[src/rtl/nibble_pkg.sv]
// Shared state encoding and mode constants for the sequential nibble adder.
package nibble_pkg;

  typedef enum logic [1:0] {
    ST_IDLE = 2'd0,
    ST_RUN  = 2'd1,
    ST_DONE = 2'd2
  } state_e;

  localparam logic MODE_SEL = 1'b0;
  localparam logic MODE_SUM = 1'b1;

endpackage

[src/rtl/nibble_lane_add.sv]
// Combinational NIB-bit + NIB-bit adder producing a NIB+1-bit lane sum.
module nibble_lane_add #(
  parameter int NIB = 4
) (
  input  logic [NIB-1:0] a_i,
  input  logic [NIB-1:0] b_i,
  output logic [NIB:0]   sum_o
);

  assign sum_o = {1'b0, a_i} + {1'b0, b_i};

endmodule

[src/rtl/nibble_seq_adder.sv]
// Sequential lane adder: walks latched operands one lane per cycle, returning one lane sum or the total.
// Optional lane_valid/lane_sum stream ports are enabled by defining NIBBLE_LANE_STREAM_EN.
//
// state   | meaning
// IDLE    | ready for operands
// RUN     | one lane per cycle, accumulating
// DONE    | result held until out_ready
module nibble_seq_adder
  import nibble_pkg::*;
#(
  parameter  int LANES = 2,
  parameter  int NIB   = 4,
  localparam int SEL_W = (LANES > 1) ? $clog2(LANES) : 1,
  localparam int OUT_W = NIB + 1 + SEL_W
) (
  input  logic                 clk,
  input  logic                 rst,
  input  logic                 in_valid,
  output logic                 in_ready,
  input  logic [LANES*NIB-1:0] a,
  input  logic [LANES*NIB-1:0] b,
  input  logic                 mode,
  input  logic [SEL_W-1:0]     sel,
  output logic                 out_valid,
  input  logic                 out_ready,
  output logic [OUT_W-1:0]     result,
`ifdef NIBBLE_LANE_STREAM_EN
  output logic                 lane_valid,
  output logic [NIB:0]         lane_sum,
`endif
  output logic                 err
);

  localparam logic [SEL_W-1:0] LAST_LANE = SEL_W'(LANES - 1);
  localparam logic [SEL_W:0]   LANES_C   = (SEL_W + 1)'(LANES);

  state_e                 state_q, state_d;
  logic [LANES*NIB-1:0]   a_q, a_d, b_q, b_d;
  logic                   mode_q, mode_d;
  logic [SEL_W-1:0]       sel_q, sel_d;
  logic [SEL_W-1:0]       lane_q, lane_d;
  logic [OUT_W-1:0]       acc_q, acc_d;
  logic                   err_q, err_d;

  logic [NIB-1:0]         op_a, op_b;
  logic [NIB:0]           sum_w;
  logic                   lane_hit;

  always_comb begin
    op_a = '0;
    op_b = '0;
    for (int i = 0; i < LANES; i++) begin
      if (lane_q == SEL_W'(i)) begin
        op_a = a_q[i*NIB +: NIB];
        op_b = b_q[i*NIB +: NIB];
      end
    end
  end

  nibble_lane_add #(.NIB(NIB)) u_lane_add (
    .a_i   (op_a),
    .b_i   (op_b),
    .sum_o (sum_w)
  );

  assign lane_hit = (mode_q == MODE_SUM) || (lane_q == sel_q);

  always_ff @(posedge clk or posedge rst) begin
    if (rst) begin
      state_q <= ST_IDLE;
      a_q     <= '0;
      b_q     <= '0;
      mode_q  <= MODE_SEL;
      sel_q   <= '0;
      lane_q  <= '0;
      acc_q   <= '0;
      err_q   <= 1'b0;
    end else begin
      state_q <= state_d;
      a_q     <= a_d;
      b_q     <= b_d;
      mode_q  <= mode_d;
      sel_q   <= sel_d;
      lane_q  <= lane_d;
      acc_q   <= acc_d;
      err_q   <= err_d;
    end
  end

  always_comb begin
    state_d = state_q;
    a_d     = a_q;
    b_d     = b_q;
    mode_d  = mode_q;
    sel_d   = sel_q;
    lane_d  = lane_q;
    acc_d   = acc_q;
    err_d   = err_q;
    case (state_q)
      ST_IDLE: begin
        if (in_valid) begin
          a_d     = a;
          b_d     = b;
          mode_d  = mode;
          sel_d   = sel;
          lane_d  = '0;
          acc_d   = '0;
          err_d   = (mode == MODE_SEL) && ({1'b0, sel} >= LANES_C);
          state_d = ST_RUN;
        end
      end
      ST_RUN: begin
        if (lane_hit) acc_d = acc_q + OUT_W'(sum_w);
        // Every lane is visited in both modes so latency never depends on mode.
        if (lane_q == LAST_LANE) state_d = ST_DONE;
        else                     lane_d  = lane_q + SEL_W'(1);
      end
      ST_DONE: begin
        if (out_ready) state_d = ST_IDLE;
      end
      default: state_d = ST_IDLE;
    endcase
  end

  assign in_ready  = (state_q == ST_IDLE);
  assign out_valid = (state_q == ST_DONE);
  assign result    = (out_valid && !err_q) ? acc_q : '0;
  assign err       = out_valid && err_q;

`ifdef NIBBLE_LANE_STREAM_EN
  assign lane_valid = (state_q == ST_RUN);
  assign lane_sum   = lane_valid ? sum_w : '0;
`endif

endmodule

[config.mk]
export PLATFORM = sky130hd
export DESIGN_NAME = nibble_seq_adder
export DESIGN_NICKNAME = d
export VERILOG_FILES = /design/src/rtl/nibble_pkg.sv /design/src/rtl/nibble_lane_add.sv /design/src/rtl/nibble_seq_adder.sv
export SDC_FILE = /design/constraint.sdc
export NUM_CORES = 1
export LEC_CHECK = 0
export BUFFER_PORTS_ARGS = -buffer_cell sky130_fd_sc_hd__clkbuf_2
export CAP_MARGIN = 25
export CORE_MARGIN = 1
export CORE_UTILIZATION = 45
export CTS_BUF_LIST = sky130_fd_sc_hd__clkbuf_16
export DETAILED_ROUTE_END_ITERATION = 10
export PLACE_DENSITY = 0.64
export SLEW_MARGIN = 10
export SYNTH_ARGS = -nofsm -noshare
export SYNTH_HDL_FRONTEND = slang
export SYNTH_SLANG_ARGS = --single-unit
[constraint.sdc]
create_clock -name clk -period 3.1 [get_ports clk]
set_input_delay 0.62 -clock clk [delete_from_list [all_inputs] [get_ports clk]]
set_output_delay 0.62 -clock clk [all_outputs]
set_load 0.03 [all_outputs]
After elaboration in Yosys (flattened, before gate mapping). Cells that the tools add are included.

Input port bits: 22. Bits in registers: 27. Word-level logic and storage cells: 37. Output and inout bits: 9.

$add $sub $neg: 3. Multiplexer cells: 13. Equal/unequal tests: 7. Reductions and logical operators: 7.

Operators by type and width (count): 2-to-1 mux 6 bit (3); case mux 6 bit (2 select lines) (1); 2-to-1 mux 4 bit (2); adder 6 x 5 -> 6 bit (1); 2-to-1 mux 2 bit (3); inequality test 2 bit, second input constant (3); case mux 2 bit (3 select lines) (1); AND reduction 3 bit (2); adder 4 x 4 -> 5 bit (1); AND reduction 2 bit (2); == test 2 x 1 -> 1 bit, second input constant (1); == test 2 bit, second input constant (1); logical NOT 2 bit (1); 2-to-1 mux 1 bit (2); inequality test 2 x 1 -> 1 bit, second input constant (1); case mux 1 bit (2 select lines) (1); nonzero test 2 bit (1); adder 1 bit, second input constant (1); == test 1 bit (1); logical OR 1 bit (1).

Logic depth before layout (Yosys ltp).
Depth in word-level cells: 5. Gate-level depth with buffers: 10. Gate-level depth less buffers: 9.

Modules after synthesis. A second synthesis with hierarchy kept.

Cell total of the unflattened synthesis: 124. Area total of the unflattened synthesis: 1486.4 µm².

By module, submodules not included: nibble_seq_adder (cells each 108, instances 1, area an instance 1350.0 µm²); nibble_lane_add (cells each 16, instances 1, area an instance 136.4 µm²).

Worst setup path before layout. OpenSTA, ideal clock, no wires.

Path type: reg-to-reg. Start: register lane_q. End: register acc_q[5]. Setup time: 79 ps. Arrival: 2485 ps. Period minus slack after synthesis: 2565 ps. Required time: 3021 ps. Cell stages (with the launch flop): 11. Buffers on the path: 1. Setup slack: 535 ps. Cells stage by stage: dfrtp_1 buf_2 mux2_2 fa_1 ha_1 inv_1 fa_1 nor2b_1 o21ai_0 a21bo_2 mux2i_1.

Longest elaborated chain between the ends: 5. Elaborated cells between the ends (all ways): 10. Classes of those cells: add/sub: 2; eq/ne: 2; mux: 4; reduce/logical: 2.

Ends and longest elaborated chain: start, declared (line nibble_seq_adder.sv:41) `logic [SEL_W-1:0] lane_q, lane_d;`; start signal, assigned (line nibble_seq_adder.sv:84) `lane_q <= lane_d;`; 2-to-1 mux 4 bit (line nibble_seq_adder.sv:53) `if (lane_q == SEL_W'(i)) begin`; adder 4 x 4 -> 5 bit (line nibble_lane_add.sv:10) `assign sum_o = {1'b0, a_i} + {1'b0, b_i};`; adder 6 x 5 -> 6 bit (line nibble_seq_adder.sv:113) `if (lane_hit) acc_d = acc_q + OUT_W'(sum_w);`; 2-to-1 mux 6 bit (line nibble_seq_adder.sv:113); case mux 6 bit (2 select lines) (line nibble_seq_adder.sv:99) `case (state_q)`; end signal, assigned (line nibble_seq_adder.sv:76) `acc_q <= '0;`; end signal, assigned (line nibble_seq_adder.sv:85) `acc_q <= acc_d;`; end, declared (line nibble_seq_adder.sv:42) `logic [OUT_W-1:0] acc_q, acc_d;`.

Several ways; a longest one is shown, not always the timed one. The select of a mux whose other input is x is not followed. A chain may end at the register's enable or synchronous reset.

Final worst setup path. Same ends and word-level chain as after synthesis.

==> qor.txt <==
Dominant cell type by area after synthesis: dfrtp_1
Number of hold buffers added after cts: 0
Static Leak: 0.8199 nW
Asr flop ratio synth: 1.000
Drt drc: 0
Total GRT Usage: 0.1585
Final setup viols: 0
Ys Warns: 0
Final Cell Area: 1713 um2
Placed inst area: 1619 um2
Pre-Repair DR Iteration Count: 4
Register Area: 675.6 um2
Largest net degree at the start of global routing: 28
Setup CP Type: register to register
TritonCTS buffer count: 3
Setup TNS: 0 ns
Layout cells sized above 1: 0.4375
Port bufs: 29
Placer Congestion: 0.8209
Util after Layout: 0.5611
Final global-route overflow total: 0
Worst skew pair latency: 0.25 ns
Highest clock rate: 357.0 MHz
WP data required: 3.28 ns
First-pass GRT wire length: 4.022 mm
EDFF count, synth: 0
Setup ws final: 0.2986 ns
Primary FF master, synth: dfrtp_1
PwrDens: 1186 nW/um2
Reg-to-reg slack, setup: 0.30 ns
Register area share after synthesis: 0.4647
Ports: 31
WL final: 2.419 mm
Max_cap viols: 0
DR iter-0 viols: 19
Vias: 904
Slew margin rel.: 0.5997
Root Driver: clkbuf_16
Arr. time, crit path: 2.98 ns
Post-DP HPWL: 1.896 mm
CTS tree: done
Final Hold Vio Count: 0
ANT cells: 0
Die Height: 58.84 um
Area growth syn-to-layout: 17.81%
Starting density of the core: 0.4762
CP Launch Type: register
Core Box Area: 3053 um2
Synth cell count leaders: dfrtp_1, mux2_2, inv_1
Setup WS pre-CTS: 0.3101 ns
Bufs on Longest Clock Path: 2
Final Net Count: 176
Layout Skew: 0.001961 ns
Worst-path fanout max: 11
Final slew viol count: 0
Cells on worst reg2reg path: 9
RSZ-0062 raised after global routing: false
Total chip power: 2.031 mW
Layout fillers: 279
Synth top area share: 0.4647
Final Cycle Share: 0.9037
Synth unique cells: 26
Placed cells: 183
DR WL/cell: 12.87 um
Count leader, synth: dfrtp_1
Vias in the first global route: 935
Antenna violations before repair: 0
Post-Syn Instances: 114
Worst-path clk slew: 0.06 ns
Die W: 58.84 um
Synthesized area: 1454 um2
Multi-input gate area: 709.4 um2
Die area: 3462 um2
Non-Filler Instances: 188
Clock power frac: 0.138
Internal power: 1.254 mW
Combinational share of power: 0.536
Syn_area_per_cell: 12.75 um2
Vias per cell: 4.809
#FFs+latches synth: 27
Net switching fraction of the power: 0.3826
Top cells by area, synth: dfrtp_1, mux2_2, fa_1
Sw power: 0.7768 mW
Antenna Nets Post-Route: 0
Crit end category: register
CTS H-tree depth: 1
Worst Tran Pin Value: 0.5997 ns
Worst min-delay path class: input port to asynchronous set/reset pin
Setup bufs post-CTS: 0
# resized after CTS: 0
Sequential share of power: 0.325
Largest vdd supply drop: 0.6299 mV
Fin Hold WS: 0.4056 ns
# rows: 20
Synthesized Nets: 145
Final Critical Period: 2.801 ns
Clock sinks: 27
Outcome: finished, final reports clean
==> layout by cell type, fill, tap and decap left out, drive strengths merged, types with 2 or more instances in the layout <==
master  instances
a22o            2
dfrtp          27
and2            6
nor2            4
mux2           25
inv            10
nand2b          2
o21ai           5
a21oi           2
clkbuf         32
xor2            3
fa              5
mux2i           2
ha              4
nand2           6
==> cell type report <==
| type | instances | area share |
|---|---|---|
| Clock buffer | 3 | 0.04383 |
| Clock inverter | 1 | 0.002191 |
| Inverter | 9 | 0.01972 |
| Multi-Input combinational cell | 74 | 0.4142 |
| Sequential cell | 27 | 0.3944 |
| Tap cell | 44 | 0.03214 |
| Timing Repair Buffer | 30 | 0.09350 |
==> path summary, 6_finish.rpt <==
path                          start  endpoint
min in group clk           acc_q[5]  acc_q[5]
max                          lane_q  acc_q[5]
max reg2reg                  lane_q  acc_q[5]
max in group asynchronous       rst  acc_q[5]
min                             rst    a_q[4]
min reg2reg                acc_q[5]  acc_q[5]
==> power groups by stage <==
stage	combinational [mW]	clock, mW	sequential (mW)
after floorplan	0.942	0	0.592
after detailed placement	1.10	0	0.670
final	1.09	0.281	0.661
after CTS	1.10	0.286	0.665
after global routing	1.23	0.299	0.690
after global placement	1.06	0	0.663
==> per-layer routing <==
metal  wire length [um]  GRT usage  vias to the layer above
li1                   -          -                      440
met1               1133     0.1974                      440
met2               1192     0.2744                       22
met3                 74    0.02637                        2
met4                 19    0.06122                        0
met5                  0          0                        -
==> sequential cells by signal, summed over array words and instances (netlist names) <==
register,cells
state_q,2
b_q,8
a_q,8
sel_q,1
mode_q,1
acc_q,6
lane_q,1
==> critical path, cell delays in order (launching register included) <==
cell and delay (ns):
dfrtp_1 0.61, mux2_2 0.41, fa_1 0.53, ha_1 0.17
inv_1 0.05, fa_1 0.39, nor2b_1 0.12, o21ai_0 0.10
a21bo_2 0.22, mux2i_1 0.11
==> logic make-up (layout without fill, tap and decap cells) <==
logic type / after synthesis / after routing / synth area share
AO/OA/AOI/OAI: 14 / 14 / 0.06369
buffers and inverters: 13 / 43 / 0.04733
flip-flops: 27 / 27 / 0.4647
other: 1 / 1 / 0.002579
multiplexers: 27 / 27 / 0.2074
XOR/XNOR: 3 / 3 / 0.01808
adder cells (fa/ha/maj): 9 / 9 / 0.1033
AND/OR/NAND/NOR: 20 / 20 / 0.09295
(Power assumes the default switching activity.)
